$ cat src/rtl/ex_stage_unit.sv
// Execute stage: forwarding muxes, ALU, branch target adder and a multi-cycle
// multiplier. Drives the EX/MEM pipeline register. A multiply holds ID/EX through
// ex_busy and writes bubbles until the product is ready.

module ex_stage_unit #(
    parameter int unsigned MUL_CYCLES = 4
) (
    input  logic        clk,
    input  logic        reset,
    input  logic        alu_src,
    input  logic [1:0]  alu_op,
    input  logic [5:0]  funct,
    input  logic        mem_to_reg,
    input  logic        mem_write,
    input  logic        mem_read,
    input  logic        reg_write,
    input  logic [31:0] nextpc,
    input  logic [31:0] rd_data1,
    input  logic [31:0] rd_data2,
    input  logic [31:0] sgn_ext_imm,
    input  logic [4:0]  dest_reg,
    input  logic [1:0]  fwd_a,
    input  logic [1:0]  fwd_b,
    input  logic [31:0] exmem_fwd_val,
    input  logic [31:0] wb_fwd_val,
    input  logic        stall_in,
    input  logic        flush,
    output logic        ex_busy,
    output logic [31:0] alu_result_out,
    output logic [31:0] write_data_out,
    output logic [31:0] branch_target_out,
    output logic        zero_out,
    output logic        mem_to_reg_out,
    output logic        mem_write_out,
    output logic        mem_read_out,
    output logic        reg_write_out,
    output logic [4:0]  dest_reg_out
);

    localparam int unsigned CntW = $clog2(MUL_CYCLES) + 1;
    localparam logic [CntW-1:0] CntLoad = CntW'(MUL_CYCLES - 1);
    localparam logic [CntW-1:0] CntOne  = CntW'(1);

    localparam logic [5:0] FnAdd  = 6'h20;
    localparam logic [5:0] FnSub  = 6'h22;
    localparam logic [5:0] FnAnd  = 6'h24;
    localparam logic [5:0] FnOr   = 6'h25;
    localparam logic [5:0] FnSlt  = 6'h2A;
    localparam logic [5:0] FnMult = 6'h18;

    typedef enum logic [0:0] {StIdle, StMul} state_e;

    state_e          state_q;
    logic [CntW-1:0] cnt_q;

    // Operands and controls captured when a multiply enters, so forwarding
    // sources may change while it runs.
    logic [31:0] mul_a_q;
    logic [31:0] mul_b_q;
    logic [31:0] mul_wd_q;
    logic [31:0] mul_bt_q;
    logic        mul_mem_to_reg_q;
    logic        mul_mem_write_q;
    logic        mul_mem_read_q;
    logic        mul_reg_write_q;
    logic [4:0]  mul_dest_q;

    logic [31:0] op_a;
    logic [31:0] op_bf;
    logic [31:0] op_b;
    logic [31:0] alu_res;
    logic [31:0] branch_tgt;
    logic [31:0] mul_prod;
    logic        mul_start;
    logic        mul_done;

    // Forwarding muxes for operand A and the register-sourced operand B.
    always_comb begin
        case (fwd_a)
            2'b01:   op_a = wb_fwd_val;
            2'b10:   op_a = exmem_fwd_val;
            default: op_a = rd_data1;
        endcase
        case (fwd_b)
            2'b01:   op_bf = wb_fwd_val;
            2'b10:   op_bf = exmem_fwd_val;
            default: op_bf = rd_data2;
        endcase
        op_b = alu_src ? sgn_ext_imm : op_bf;
    end

    // Single-cycle ALU; mult is handled by the FSM, so it yields 0 here.
    always_comb begin
        alu_res = '0;
        case (alu_op)
            2'b00: alu_res = op_a + op_b;
            2'b01: alu_res = op_a - op_b;
            2'b11: alu_res = op_a | op_b;
            default: begin
                case (funct)
                    FnAdd:   alu_res = op_a + op_b;
                    FnSub:   alu_res = op_a - op_b;
                    FnAnd:   alu_res = op_a & op_b;
                    FnOr:    alu_res = op_a | op_b;
                    FnSlt:   alu_res = {31'b0, $signed(op_a) < $signed(op_b)};
                    default: alu_res = '0;
                endcase
            end
        endcase
    end

    // Branch target, product and FSM handshake terms.
    always_comb begin
        branch_tgt = nextpc + {sgn_ext_imm[29:0], 2'b00};
        // Low 32 bits of a product are identical for signed and unsigned operands.
        mul_prod   = mul_a_q * mul_b_q;
        mul_start  = (state_q == StIdle) && (alu_op == 2'b10) && (funct == FnMult) &&
                     !flush && !stall_in;
        // The final MUL cycle is the one whose decrement brings the counter to 0.
        mul_done   = (state_q == StMul) && (cnt_q == CntOne) && !stall_in;
        ex_busy    = (state_q == StMul) || mul_start;
    end

    // FSM, multiply latches and the EX/MEM register, in priority order.
    always_ff @(posedge clk) begin
        if (reset) begin
            state_q           <= StIdle;
            cnt_q             <= '0;
            mul_a_q           <= '0;
            mul_b_q           <= '0;
            mul_wd_q          <= '0;
            mul_bt_q          <= '0;
            mul_mem_to_reg_q  <= 1'b0;
            mul_mem_write_q   <= 1'b0;
            mul_mem_read_q    <= 1'b0;
            mul_reg_write_q   <= 1'b0;
            mul_dest_q        <= '0;
            alu_result_out    <= '0;
            write_data_out    <= '0;
            branch_target_out <= '0;
            zero_out          <= 1'b0;
            mem_to_reg_out    <= 1'b0;
            mem_write_out     <= 1'b0;
            mem_read_out      <= 1'b0;
            reg_write_out     <= 1'b0;
            dest_reg_out      <= '0;
        end else if (flush) begin
            // Squash: bubble out, abort any multiply in progress.
            state_q           <= StIdle;
            cnt_q             <= '0;
            alu_result_out    <= '0;
            write_data_out    <= '0;
            branch_target_out <= '0;
            zero_out          <= 1'b0;
            mem_to_reg_out    <= 1'b0;
            mem_write_out     <= 1'b0;
            mem_read_out      <= 1'b0;
            reg_write_out     <= 1'b0;
            dest_reg_out      <= '0;
        end else if (stall_in) begin
            // Hold EX/MEM and freeze the counter.
        end else if (state_q == StMul) begin
            if (mul_done) begin
                state_q           <= StIdle;
                cnt_q             <= '0;
                alu_result_out    <= mul_prod;
                write_data_out    <= mul_wd_q;
                branch_target_out <= mul_bt_q;
                zero_out          <= (mul_prod == '0);
                mem_to_reg_out    <= mul_mem_to_reg_q;
                mem_write_out     <= mul_mem_write_q;
                mem_read_out      <= mul_mem_read_q;
                reg_write_out     <= mul_reg_write_q;
                dest_reg_out      <= mul_dest_q;
            end else begin
                cnt_q             <= cnt_q - CntOne;
                alu_result_out    <= '0;
                write_data_out    <= '0;
                branch_target_out <= '0;
                zero_out          <= 1'b0;
                mem_to_reg_out    <= 1'b0;
                mem_write_out     <= 1'b0;
                mem_read_out      <= 1'b0;
                reg_write_out     <= 1'b0;
                dest_reg_out      <= '0;
            end
        end else if (mul_start) begin
            // Entry cycle also writes a bubble.
            state_q           <= StMul;
            cnt_q             <= CntLoad;
            mul_a_q           <= op_a;
            mul_b_q           <= op_b;
            mul_wd_q          <= op_bf;
            mul_bt_q          <= branch_tgt;
            mul_mem_to_reg_q  <= mem_to_reg;
            mul_mem_write_q   <= mem_write;
            mul_mem_read_q    <= mem_read;
            mul_reg_write_q   <= reg_write;
            mul_dest_q        <= dest_reg;
            alu_result_out    <= '0;
            write_data_out    <= '0;
            branch_target_out <= '0;
            zero_out          <= 1'b0;
            mem_to_reg_out    <= 1'b0;
            mem_write_out     <= 1'b0;
            mem_read_out      <= 1'b0;
            reg_write_out     <= 1'b0;
            dest_reg_out      <= '0;
        end else begin
            alu_result_out    <= alu_res;
            write_data_out    <= op_bf;
            branch_target_out <= branch_tgt;
            zero_out          <= (alu_res == '0);
            mem_to_reg_out    <= mem_to_reg;
            mem_write_out     <= mem_write;
            mem_read_out      <= mem_read;
            reg_write_out     <= reg_write;
            dest_reg_out      <= dest_reg;
        end
    end

endmodule
$ cat config.mk
export PLATFORM = sky130hd
export DESIGN_NAME = ex_stage_unit
export DESIGN_NICKNAME = d
export VERILOG_FILES = /design/src/rtl/ex_stage_unit.sv
export SDC_FILE = /design/constraint.sdc
export NUM_CORES = 2
export LEC_CHECK = 0
export CAP_MARGIN = 40
export CORE_ASPECT_RATIO = 0.6
export CORE_UTILIZATION = 65
export DETAILED_ROUTE_END_ITERATION = 8
export PLACE_DENSITY = 0.89
export SLEW_MARGIN = 0
export SYNTH_ARGS = -nofsm -noshare
export SYNTH_HDL_FRONTEND = slang
export SYNTH_SLANG_ARGS = --single-unit
$ cat constraint.sdc
create_clock -name clk -period 11.59 [get_ports clk]
set_input_delay 2.318 -clock clk [delete_from_list [all_inputs] [get_ports clk]]
set_output_delay 2.318 -clock clk [all_outputs]
set_load 0.01 [all_outputs]
==> run metrics <==
ys flop type=dfxtp_1; Peak VDD IR=0.000107 V; Die X=294 um; DRT iter0 DRCs=4406; post-route ant nets=0; Power Total=2.84 mW; Layout Nets=5187; routed len/inst=26.5 um; cts bufs inserted=24; final setup margin=2.66 ns; final setup fails=0; Avg Inst Size Synth=8.00 um^2; Setup Buffers After CTS=0; largest family of logic cells by synthesized area=adder cells; most frequent cells in the layout=inv_1 (485), nor2_1 (482), fa_1 (411), nand2_1 (396), a21oi_1 (337); post-CTS resize count=0; die area=0.0520 mm^2; starting density of the core=0.665; largest net degree at the start of global routing=83; drt via density=6.52; Final Critical Period=8.93 ns; adder-cell share of the synthesized area=0.344; most common cell after layout, fill and taps aside=inv_1; pins over their slew limit=0; Req. time, crit path=12.09 ns; Setup CP Type=flop to flop; period utilization=0.771; xor/xnor share of the synthesized area=0.0396; status=finished, final reports clean; fin area=0.0378 mm^2; mapped cell area=0.0332 mm^2; Die Y=177 um; worst-skew pair later-pin latency=0.57 ns; GRT Resource Usage Total=0.509; Place WS=2.71 ns; complex-gate fraction of the synthesized area=0.180; CTS Sinks=247; mux share of post-synthesis cell area=0.00547; EDFF count, synth=0; CP startpoint kind=flop; Fin Setup TNS=0 ns; worst reg2reg path startpoint=mul_b_q[9]; Worst Tran Pin Value=1.14 ns; H-tree levels=1; Post-Synth Simple-Gate Area=0.195; vias=32700; hpwl dp=103 mm; Syn Nets=5034; RSZ-0062 raised after global routing=no; Port Buffers=324; PD cells=75.2 mW/mm^2; crit end category=flop; CTS tree=yes; hold_sp=mul_bt_q[23]; HP Class=flop to flop; Cells after Synth=4151; CTS root buf=clkbuf_16; Site Rows=63; Max Fclk=0.112 GHz; core box area=0.0499 mm^2; Reg clk slew, reported paths=0.08 ns; Fillers=3543; residual DRC count=0; Placed Area=0.0369 mm^2; DR pass1 iterations=6; clock skew=0.0171 ns; placer's final routability congestion estimate=1.13; hold_buf cts=0; Final Hold Viols=0; initial antenna violation count=10; LEAKAGE=16.8 nW; Routed WL=133 mm; top fanout value on the critical path=14; library cells used by synthesis=88; first-pass GRT wire length=197 mm; Max transition margin=0.240; CTS max path bufs=3; crit path DAT=9.43 ns; async set or reset register ratio after synthesis=0; Worst setup startpoint=mul_b_q[9]; Syn. warnings=0; reg2reg setup slack=2.66 ns; layout cells sized above 1=0.0379; num ports=325; Layout area overhead=14.0%; grt ovf=0; Seq cells post-synth=247; sequential share of the synthesized area=0.149; max-cap check violation count=0; vias in the first global route=31700
[final cells by class]
cell class | instances | area (um^2) | share of cell area
sequential | 247 | 4950 | 0.131
timing repair buffer | 401 | 3930 | 0.104
antenna | 4 | 10.0 | 0.000265
clock buffer | 34 | 729 | 0.0193
clock inverter | 10 | 135 | 0.00357
multi-input combinational | 3141 | 25400 | 0.671
tap | 682 | 853 | 0.0226
inverter | 489 | 1840 | 0.0486
[layer usage]
layer	GRT usage	part of all wire	vias to the layer above
met5	0.0206	0.0018	-
met4	0.191	0.049	14
met3	0.289	0.19	528
met2	0.667	0.37	2721
met1	0.683	0.39	15500
li1	-	-	13900
[flip-flops by register name (all words and copies together) (netlist names)]
name and count:
state_q 1, mul_dest_q 5, dest_reg_out 5, mul_a_q 32
branch_target_out 32, mul_reg_write_q 1, mul_mem_write_q 1, mem_write_out 1
mem_read_out 1, mul_mem_read_q 1, mul_bt_q 32, mul_wd_q 32
write_data_out 32, mul_mem_to_reg_q 1, cnt_q 3, zero_out 1
alu_result_out 32, mul_b_q 32, reg_write_out 1, mem_to_reg_out 1
[final timing paths]
| kind | end | depth (start not counted) |
|---|---|---|
| max | zero_out | 25 |
| min | mul_bt_q[23] | 2 |
| max reg2reg | zero_out | 25 |
| min reg2reg | mul_bt_q[23] | 2 |
[synth_stat cells, drive strengths merged (12+ instances only)]
master	count	area, um^2
dfxtp	247	4940
and3	12	75.1
a221o	35	350
o21ai	150	751
nand3	22	110
mux2i	17	170
nor3	40	200
xnor2	113	990
inv	486	1820
a21o	35	263
a211oi	57	450
o22ai	15	93.8
nor2	484	1820
nand2b	24	150
clkbuf	242	908
a22oi	69	518
and2	315	1970
o211ai	47	353
xor2	37	324
nor2b	26	163
a221oi	32	287
a31oi	22	138
o21a	14	105
ha	254	3180
buf	32	141
fa	411	8230
a21oi	343	1740
nand2	396	1490
o21bai	19	146
[metrics by stage]
stage / cells / hold slack (ns) / utilization
finish: 5008 / 0.458 / 0.758
global route: 5005 / 0.480 / 0.758
CTS: 5003 / 0.456 / 0.758
detailed placement: 4959 / 0.447 / 0.740
global placement: 4947 / 0.442 / 0.736
floorplan: 4151 / 0.436 / -
[report_power, final]
part / internal [mW] / switching (mW)
combinational: 0.390 / 0.673
clock: 0.507 / 0.393
sequential: 0.867 / 0.0144
total: 1.76 / 1.08
[critical path, stage by stage, from the launching register on]
cell      delay, ns
dfxtp_1        0.95
buf_4          0.41
nand2_1        0.25
fa_1           0.57
inv_1          0.11
fa_1           0.43
fa_1           0.53
inv_1          0.06
fa_1           0.48
inv_1          0.06
fa_1           0.49
fa_1           0.46
fa_1           0.59
fa_1           0.45
ha_1           0.33
o21ai_0        0.33
nor2b_1        0.24
nor2b_1        0.07
nor2_1         0.18
a311oi_1       0.11
o21ai_1        0.31
a21oi_1        0.16
o41ai_1        0.35
xnor2_1        0.23
or4_1          0.56
o211ai_1       0.09
[cell families (layout without fill, tap and decap cells)]
logic type	Yosys count	count (layout)
AO/OA/AOI/OAI	922	922
XOR/XNOR	150	150
adder cells (fa/ha/maj)	665	665
buffers and inverters	763	934
flip-flops	247	247
multiplexers	18	18
other	0	4
AND/OR/NAND/NOR	1386	1386
No activity file was read; power rests on OpenSTA's default activity.
